==> config.mk <==
export PLATFORM = sky130hd
export DESIGN_NAME = hack_rom_arbiter
export DESIGN_NICKNAME = d
export VERILOG_FILES = /design/src/rtl/hack_rom_arbiter.sv
export SDC_FILE = /design/constraint.sdc
export NUM_CORES = 1
export LEC_CHECK = 0
export BUFFER_PORTS_ARGS = -buffer_cell sky130_fd_sc_hd__buf_2
export CAP_MARGIN = 20
export CORE_MARGIN = 3
export CORE_UTILIZATION = 34
export CTS_BUF_LIST = sky130_fd_sc_hd__clkbuf_8
export DETAILED_ROUTE_END_ITERATION = 12
export MAX_ROUTING_LAYER = met4
export PLACE_DENSITY_LB_ADDON = 0.2
export SETUP_SLACK_MARGIN = 0.2
export SLEW_MARGIN = 20
export SYNTH_ARGS = -nofsm -noshare
export SYNTH_HDL_FRONTEND = slang
export SYNTH_SLANG_ARGS = --single-unit
==> constraint.sdc <==
create_clock -name clk -period 1.9 [get_ports clk]
set_input_delay 0.285 -clock clk [delete_from_list [all_inputs] [get_ports clk]]
set_output_delay 0.285 -clock clk [all_outputs]
set_load 0.005 [all_outputs]
==> src/rtl/hack_rom_arbiter.sv <==
// Arbitrates the single-port Hack instruction memory between CPU fetch and the UART host loader.
// Optional write protection of the ROM image is enabled by defining ROM_WP_EN.
module hack_rom_arbiter #(
  parameter int AW       = 15,
  parameter int DW       = 16,
  parameter int RD_LAT   = 1,
  parameter int MAX_HOST = 8,
  parameter int TA_EN    = 0
) (
  input  logic          clk,
  input  logic          rst_n,
  input  logic          cpu_req_i,
  input  logic [AW-1:0] cpu_addr_i,
  output logic          cpu_gnt_o,
  output logic          cpu_rvalid_o,
  output logic [DW-1:0] cpu_rdata_o,
  input  logic [15:0]   host_addr_i,
  input  logic          host_wvalid_i,
  input  logic [DW-1:0] host_wdata_i,
  output logic          host_wready_o,
  input  logic          host_rvalid_i,
  output logic          host_rready_o,
  output logic          host_rrvalid_o,
  output logic [DW-1:0] host_rdata_o,
  input  logic          wp_i,
  output logic          wp_err_o,
  output logic [AW-1:0] mem_addr_o,
  output logic          mem_read_o,
  output logic          mem_write_o,
  output logic [DW-1:0] mem_wdata_o,
  input  logic [DW-1:0] mem_rdata_i
);

  typedef enum logic [2:0] {S_IDLE, S_CPU, S_HRD, S_HWR, S_TA} state_t;

  state_t            state_q, state_d;
  logic [7:0]        burst_q, burst_d;
  logic [RD_LAT-1:0] tagValid_q, tagOwner_q;
  logic              wpErr_q;

  logic          gntW, gntR, gntC, taCycle, forced, wpDrop;
  logic [AW-1:0] hostWord;
  logic          unusedBits;

  assign hostWord   = host_addr_i[AW:1];
  assign unusedBits = ^{host_addr_i, wp_i};

`ifdef ROM_WP_EN
  assign wpDrop = gntW && wp_i;
`else
  assign wpDrop = 1'b0;
`endif

  // A dead cycle on the bus takes precedence over everything, including the forced CPU slot.
  always_comb begin
    taCycle = (TA_EN != 0) && (state_q == S_HWR) && !host_wvalid_i &&
              (host_rvalid_i || cpu_req_i);
    forced  = cpu_req_i && (burst_q == 8'(MAX_HOST));
    gntW    = 1'b0;
    gntR    = 1'b0;
    gntC    = 1'b0;
    if (rst_n && !taCycle) begin
      if (forced)             gntC = 1'b1;
      else if (host_wvalid_i) gntW = 1'b1;
      else if (host_rvalid_i) gntR = 1'b1;
      else if (cpu_req_i)     gntC = 1'b1;
    end
  end

  always_comb begin
    if (taCycle)   state_d = S_TA;
    else if (gntW) state_d = wpDrop ? S_IDLE : S_HWR;
    else if (gntR) state_d = S_HRD;
    else if (gntC) state_d = S_CPU;
    else           state_d = S_IDLE;

    burst_d = burst_q;
    if (!cpu_req_i || gntC)
      burst_d = 8'd0;
    else if ((gntW || gntR) && (burst_q < 8'(MAX_HOST)))
      burst_d = burst_q + 8'd1;
  end

  // Tag pipe follows every issued read so returning data reaches only its owner (owner 1 = host).
  always_ff @(posedge clk) begin
    if (!rst_n) begin
      state_q    <= S_IDLE;
      burst_q    <= 8'd0;
      tagValid_q <= '0;
      tagOwner_q <= '0;
      wpErr_q    <= 1'b0;
    end else begin
      state_q <= state_d;
      burst_q <= burst_d;
      for (int i = RD_LAT - 1; i > 0; i--) begin
        tagValid_q[i] <= tagValid_q[i-1];
        tagOwner_q[i] <= tagOwner_q[i-1];
      end
      tagValid_q[0] <= gntR || gntC;
      tagOwner_q[0] <= gntR;
      if (wpDrop) wpErr_q <= 1'b1;
    end
  end

  assign cpu_gnt_o      = gntC;
  assign host_wready_o  = gntW;
  assign host_rready_o  = gntR;
  assign mem_read_o     = gntR || gntC;
  assign mem_write_o    = gntW && !wpDrop;
  assign mem_addr_o     = !rst_n ? '0 : ((gntW || gntR) ? hostWord : cpu_addr_i);
  assign mem_wdata_o    = rst_n ? host_wdata_i : '0;
  assign cpu_rvalid_o   = rst_n && tagValid_q[RD_LAT-1] && !tagOwner_q[RD_LAT-1];
  assign host_rrvalid_o = rst_n && tagValid_q[RD_LAT-1] &&  tagOwner_q[RD_LAT-1];
  assign cpu_rdata_o    = rst_n ? mem_rdata_i : '0;
  assign host_rdata_o   = rst_n ? mem_rdata_i : '0;
  assign wp_err_o       = wpErr_q;

endmodule

==> results.tsv, run 1 <==
stage	metric	value	unit
timing	worst-slew-pin-transition	623	ps
timing	fmaxAchievable	501	MHz
grt	grt_antenna_before_repair	0	
yosys	synth_cell_types	31	
cts	path_clk_slew	50	ps
grt	grtUsageTotal	17.7	%
timing	fin_crit_sh	105	%
outcome	violations	negative setup slack	
worst_hold_path	hold_class	in -> reg	
yosys	synthesis.area_per_instance	7.16	µm²
die	floorplan.initialDensity	37.0	%
power	vdd_ir_drop_max	0.199	mV
setup_path	worst-endpoint-required	1620	ps
final_layout	final_cell_mix	sky130_fd_sc_hd__buf_2 (134), sky130_fd_sc_hd__and2_1 (32), sky130_fd_sc_hd__nand2_1 (17)	
place	detailed_place_hpwl	2.98	mm
yosys	syn_inst	163	
die	die_area	0.00417	mm²
cts	clock_insertion_delay_worst_skew	230	ps
timing	drv_slew	0	
setup_path	timing.critical_path.from_type	flip-flop	
final_layout	syn2layout_area_growth	59.8	%
detailed_routing	remaining_antenna_violation_count	0	
timing	final_hold_viol_count	0	
timing	worst_skew	5.20	ps
grt	vias_in_the_first_global_route	1346	
cts	cts_tree	done	
outcome	status	finished with violations	
place	post-place-cells	318	
cts	htreeDepth	1	
final_layout	seq_area	203	µm²
detailed_routing	num_vias	1504	
detailed_routing	maxUsedRoutingLayer	met3	
detailed_routing	detail_route.vias_per_cell	4.60	
final_layout	layout.cells.most_common	sky130_fd_sc_hd__buf_2	
final_layout	multi_input_comb_area	757	µm²
place	place_worst_setup_slack	107	ps
place	gpl.final_weighted_congestion	0.771	
setup_path	type_of_destination_of_the_critical_path	primary output	
yosys	synthesis.area	0.00117	mm²
die	core_area	0.00315	mm²
power	static-leakage-power	1.06	nW
grt	grt_max_degree	28	
die	number_of_rows_created_at_floorplan	20	
die	top_level_ports	140	
grt	grt.overflow.total	0	
cts	cts_inserted_buffers	3	
detailed_routing	met3_wirelength	368	µm
cts	clock-sinks	10	
timing	fin_setup_tns	-958	ps
cts	cts_root_buffer	sky130_fd_sc_hd__clkbuf_8	
detailed_routing	met2_length	1.91	mm
final_layout	number_of_filler_cells_placed_in_the_layout	313	
detailed_routing	drt_first_iter_violations	39	
final_layout	diodes	0	
flow_run	drv.max_cap_violation_count	0	
timing	rsz0062_at_grt	true	
timing	setup_viol_count_final	20	
yosys	synth-seq-area-share	17.1	%
timing	period_minus_slack	2000	ps
place	port_buffers	136	
setup_path	data_arrival_at_the_endpoint_of_the_critical_path	1710	ps
detailed_routing	drc	0	
detailed_routing	drt_pre_antenna_iters	4	
detailed_routing	drt-total-wl	3.74	mm
cts	cts_max_path_buffers	2	
timing	slew-limit-headroom	58.1	%
grt	first_pass_grt_wire_length	5.95	mm
final_layout	design.final.nets	356	
die	die_width	64.6	µm
setup_path	worst-setup-path-type	reg -> out	
detailed_routing	drt-met1-wl	1.46	mm
yosys	synth-seq-cells	10	
yosys	ys.warnings.count	0	
final_layout	drive_above_1_share	56.5	%
setup_path	cp_max_fo	5	
yosys	syn-num-nets	234	
die	chipHeight	64.6	µm
detailed_routing	drt-wirelength-per-cell	11.4	µm
final_layout	final_non_filler_cells	327	
power	power	0.712	mW
timing	final_setup_slack_of_the_worst_path	-98.0	ps
power	p_per_area	382	mW/mm²
-- per-layer routing --
layer / up-vias / track usage (%)
li1: 792 / -
met1: 636 / 18.9
met2: 76 / 32.6
met3: 0 / 5.72
met4: 0 / 2.11
met5: - / -
-- logic make-up (layout without fill, tap and decap cells) --
family | after synthesis | after routing | share of synthesized area (%)
buffers and inverters | 35 | 155 | 19.0
AOI/OAI and AO/OA | 45 | 45 | 26.2
adders and majority gates | 2 | 2 | 2.14
muxes | 1 | 1 | 0.857
other | 1 | 1 | 0.321
DFF | 10 | 10 | 17.1
and+or+nand+nor | 69 | 69 | 34.4
-- cell type report --
type	count	share of cell area (%)
multi-input cells	118	40.6
clock buffers	3	2.21
inverters	4	0.805
well taps	44	2.95
repair buffers	148	42.6
flip-flops and latches	10	10.9
-- per-stage QoR --
stage / instance area (µm²) / utilization [%] / hold WS [ps]
final: 1870 / 59.2 / 406
after global routing: 1870 / 59.2 / 414
after CTS: 1840 / 58.3 / 401
after detailed placement: 1750 / 55.5 / 491
after global placement: 1750 / 55.5 / 486
after floorplan: 1170 / - / 467
-- path summary, 6_finish.rpt --
path              cells after the start  slack [ps]             to           from
setup / recovery                      4        -100  host_rready_o     burst_q[4]
hold / removal                        2         410     tagOwner_q  host_rvalid_i
setup reg to reg                      5         250     burst_q[1]     burst_q[4]
hold reg to reg                       1         500     burst_q[7]     burst_q[7]
-- critical path, stage by stage, from the launching register on --
cell and delay [ps]:
sky130_fd_sc_hd__dfxtp_2 310, sky130_fd_sc_hd__or4_4 580, sky130_fd_sc_hd__or2_4 280, sky130_fd_sc_hd__and4b_1 190, sky130_fd_sc_hd__buf_2 120
-- cells in the mapped netlist, drive strengths merged --
master	count	area (µm²)
and2	32	200
and4b	2	20.0
or4	1	11.3
a21oi	2	10.0
o21ai	16	80.1
o21bai	1	7.51
dfxtp	10	200
nand3	1	5.00
buf	21	169
ha	2	25.0
nor4	1	6.26
nor2	3	11.3
a21boi	3	22.5
o2111ai	1	8.76
and3	7	43.8
clkbuf	10	37.5
nand4b	1	15.0
or2	1	6.26
mux2i	1	10.0
inv	4	15.0
a31oi	1	6.26
nand4	3	18.8
nand2	17	63.8
o21a	3	30.0
o31ai	2	15.0
o211ai	16	125
conb	1	3.75
-- power by group --
| part | internal, mW | switching, mW | total [mW] | leakage, nW |
|---|---|---|---|---|
| Clock | 0.138 | 0.0783 | 0.217 | 0.0216 |
| Sequential | 0.213 | 0.00173 | 0.215 | 0.0820 |
| Combinational | 0.158 | 0.122 | 0.281 | 0.953 |
-- what timing repair did --
item                                    CTS  global route
resized for setup                        10             5
endpoints found under the setup margin   20            20
pin swaps                                 3             9
setup buffers                             4             2
hold buffers                              0             0
-- state kept, by name, indices dropped and copies added (netlist names) --
name	cells
tagValid_q	1
tagOwner_q	1
burst_q	8
Note: power is estimated with default switching activity, not from simulation.
==> run 2, diff against run 1 <==
--- a/config.mk
+++ b/config.mk
@@ -14,6 +14,7 @@
 export MAX_ROUTING_LAYER = met4
 export PLACE_DENSITY_LB_ADDON = 0.2
 export SETUP_SLACK_MARGIN = 0.2
+export SKIP_CTS_REPAIR_TIMING = 1
 export SLEW_MARGIN = 20
 export SYNTH_ARGS = -nofsm -noshare
 export SYNTH_HDL_FRONTEND = slang
==> run 2 against run 1 <==
Routed wire length is 5.4% higher. Hold slack better by 1.3 ps. Critical path type unchanged. Clock power hardly changed. Non-clock buffer count is 3 lower. Cell area is 1.1% higher. The flow still finishes with violations (negative setup slack). Clock skew is 1.7 ps lower. Sequential power hardly changed. Largest power group unchanged. First-iteration DRC count is 13% higher. Count of clock-buffer cells in the layout stayed put. Total power is 0.20% lower. Critical endpoint unchanged. Die area stayed put. Critical path depth stayed put.
==> results.tsv, run 2 (same netlist as run 1, synthesis figures left out) <==
stage	metric	value	unit	change
cts	cts_max_path_buffers	2		unchanged
power	power	0.711	mW	-0.20%
final_layout	final_non_filler_cells	327		unchanged
final_layout	design.final.nets	356		unchanged
timing	rsz0062_at_grt	true		
die	die_width	64.6	µm	unchanged
timing	drv_slew	0		unchanged
setup_path	launching_instance_or_port_of_the_critical_path	burst_q[7]		
die	die_area	0.00417	mm²	unchanged
timing	setup_viol_count_final	19		-5.0%
setup_path	crit_path_cells	or4_4, or2_4, and4b_1, buf_2		
final_layout	number_of_filler_cells_placed_in_the_layout	304		-2.9%
cts	path_clk_slew	50	ps	about the same
setup_path	rr_startpoint	burst_q[7]		
setup_path	crit-reg2reg-capture	burst_q[1]		
place	gpl.final_weighted_congestion	0.771		unchanged
setup_path	worst_r2r_path_depth	5		unchanged
detailed_routing	drt_pre_antenna_iters	4		unchanged
power	static-leakage-power	1.06	nW	+0.29%
power	power_frac_seq	30.3	%	about the same
grt	grt_max_degree	28		unchanged
timing	hold_ws	407	ps	+1.26 ps
timing	fin_crit_sh	107	%	+2.0 points
setup_path	cp_max_fo	6		+1
final_layout	syn2layout_area_growth	61.5	%	
timing	worst_skew	3.55	ps	-1.66 ps
power	power.combinational.fraction	39.4	%	about the same
detailed_routing	drc	0		unchanged
outcome	violations	negative setup slack		
grt	grt.overflow.total	0		unchanged
place	post-place-cells	318		unchanged
final_layout	diodes	0		unchanged
setup_path	timing.critical_path.from_type	flip-flop		
cts	cts_root_buffer	sky130_fd_sc_hd__clkbuf_8		
power	net-switching-power	0.202	mW	about the same
detailed_routing	drt-wirelength-per-cell	12.0	µm	+5.4%
cts	htreeDepth	1		unchanged
final_layout	reg_top3	burst_q: 8 flops, tagOwner_q: 1 flops, tagValid_q: 1 flops		
detailed_routing	drt-total-wl	3.94	mm	+5.4%
final_layout	post-route-util	59.8	%	+0.63 points
timing	slew-limit-headroom	54.4	%	-3.7 points
detailed_routing	remaining_antenna_violation_count	0		unchanged
detailed_routing	met3_wirelength	400	µm	+8.7%
timing	fmaxAchievable	491	MHz	-1.9%
power	netSwitchingFraction	28.5	%	+0.069 points
die	chipHeight	64.6	µm	unchanged
die	top_level_ports	140		unchanged
cts	cts_inserted_buffers	3		unchanged
place	detailed_place_hpwl	2.98	mm	unchanged
detailed_routing	num_vias	1538		+2.3%
setup_path	worst-setup-path-type	reg -> out		
final_layout	regMostFlops	burst_q		
grt	first_pass_grt_wire_length	5.78	mm	-2.9%
flow_run	drv.max_cap_violation_count	0		unchanged
setup_path	crit_path_buf_inv_count	1		unchanged
die	core_area	0.00315	mm²	unchanged
timing	final_setup_slack_of_the_worst_path	-136	ps	-38.1 ps
detailed_routing	met2_length	2.01	mm	+5.3%
outcome	status	finished with violations		
timing	period_minus_slack	2040	ps	+38.1 ps
setup_path	data_arrival_at_the_endpoint_of_the_critical_path	1750	ps	+40 ps
cts	clock_insertion_delay_worst_skew	230	ps	about the same
detailed_routing	detail_route.vias_per_cell	4.70		+2.3%
setup_path	cp_top_delay_family	simple AND/OR/NAND/NOR gates		
setup_path	critical_path.endpoint	host_rready_o		
die	number_of_rows_created_at_floorplan	20		unchanged
timing	worst-slew-pin-transition	678	ps	+55.2 ps
setup_path	timing.critical_path.slowest_cell_delay	590	ps	about the same
final_layout	largest_register_ff_count	8		unchanged
power	relative_contribution_of_the_clock_network_to_total_power	30.3	%	about the same
grt	grt_antenna_before_repair	0		unchanged
grt	vias_in_the_first_global_route	1309		-2.7%
power	p_per_area	377	mW/mm²	-1.3%
worst_hold_path	hold_class	in -> reg		
setup_path	cp_slowest_cell	sky130_fd_sc_hd__or4_4		
timing	final_hold_viol_count	0		unchanged
setup_path	type_of_destination_of_the_critical_path	primary output		
power	vdd_ir_drop_max	0.215	mV	+8.0%
place	port_buffers	136		unchanged
final_layout	layout.cells.most_common	sky130_fd_sc_hd__buf_2		
power	intPower	0.509	mW	-0.30%
detailed_routing	maxUsedRoutingLayer	met3		
cts	clock-sinks	10		unchanged
grt	grtUsageTotal	17.1	%	-0.52 points
die	floorplan.initialDensity	37.0	%	unchanged
setup_path	worst-endpoint-required	1620	ps	about the same
setup_path	r2r_slack	230	ps	-20 ps
final_layout	drive_above_1_share	55.8	%	-0.71 points
detailed_routing	drt-met1-wl	1.53	mm	+4.7%
detailed_routing	drt_first_iter_violations	44		+13%
cts	cts_tree	done		
setup_path	critical_path_cell_count	4		unchanged
final_layout	final_cell_mix	sky130_fd_sc_hd__buf_2 (136), sky130_fd_sc_hd__and2_1 (32), sky130_fd_sc_hd__nand2_1 (17)		
[run 2: area by class of cell]
cell class | count | area (µm²) | area share, %
clock buffers | 3 | 41.3 | 2.19
inverters | 4 | 15.0 | 0.796
multi-input cells | 121 | 788 | 41.8
flip-flops and latches | 10 | 201 | 10.7
well taps | 44 | 55.1 | 2.92
repair buffers | 145 | 785 | 41.6
[run 2: worst min-delay path by stage]
stage	depth (start not counted)	slack, ps	startpoint	endpoint
floorplan	2	470	burst_q[2]	burst_q[2]
global placement	1	490	burst_q[5]	burst_q[5]
detailed placement	1	490	burst_q[5]	burst_q[5]
CTS	2	400	host_rvalid_i	tagOwner_q
global route	2	410	host_rvalid_i	tagOwner_q
finish	2	410	host_rvalid_i	tagOwner_q
[run 2: routing by layer]
metal  vias to the layer above  GRT usage (%)
li1                        801              -
met1                       654           18.6
met2                        83           31.3
met3                         0           5.55
met4                         0           2.11
met5                         -              -
[run 2: power groups by stage]
stage / Combinational (mW) / Sequential [mW] / Clock (mW)
6_report: 0.280 / 0.215 / 0.216
5_1_grt: 0.316 / 0.215 / 0.235
4_1_cts: 0.277 / 0.215 / 0.222
3_5_place_dp: 0.276 / 0.219 / 0
3_3_place_gp: 0.274 / 0.219 / 0
2_1_floorplan: 0.146 / 0.219 / 0
[run 2: worst register-to-register path, stage by stage (launching register included)]
cell,delay [ps]
sky130_fd_sc_hd__dfxtp_2,330
sky130_fd_sc_hd__or4_4,590
sky130_fd_sc_hd__clkbuf_16,190
sky130_fd_sc_hd__buf_6,120
sky130_fd_sc_hd__o211ai_1,250
sky130_fd_sc_hd__a21oi_1,70
[run 2: stage by stage]
| stage | instance area [µm²] | worst slack, ps | setup TNS [ps] |
|---|---|---|---|
| floorplan | 1170 | 210 | 0 |
| global placement | 1750 | 107 | 0 |
| detailed placement | 1750 | 107 | 0 |
| CTS | 1790 | -151 | -2510 |
| global route | 1890 | -180 | -3100 |
| finish | 1890 | -136 | -1420 |
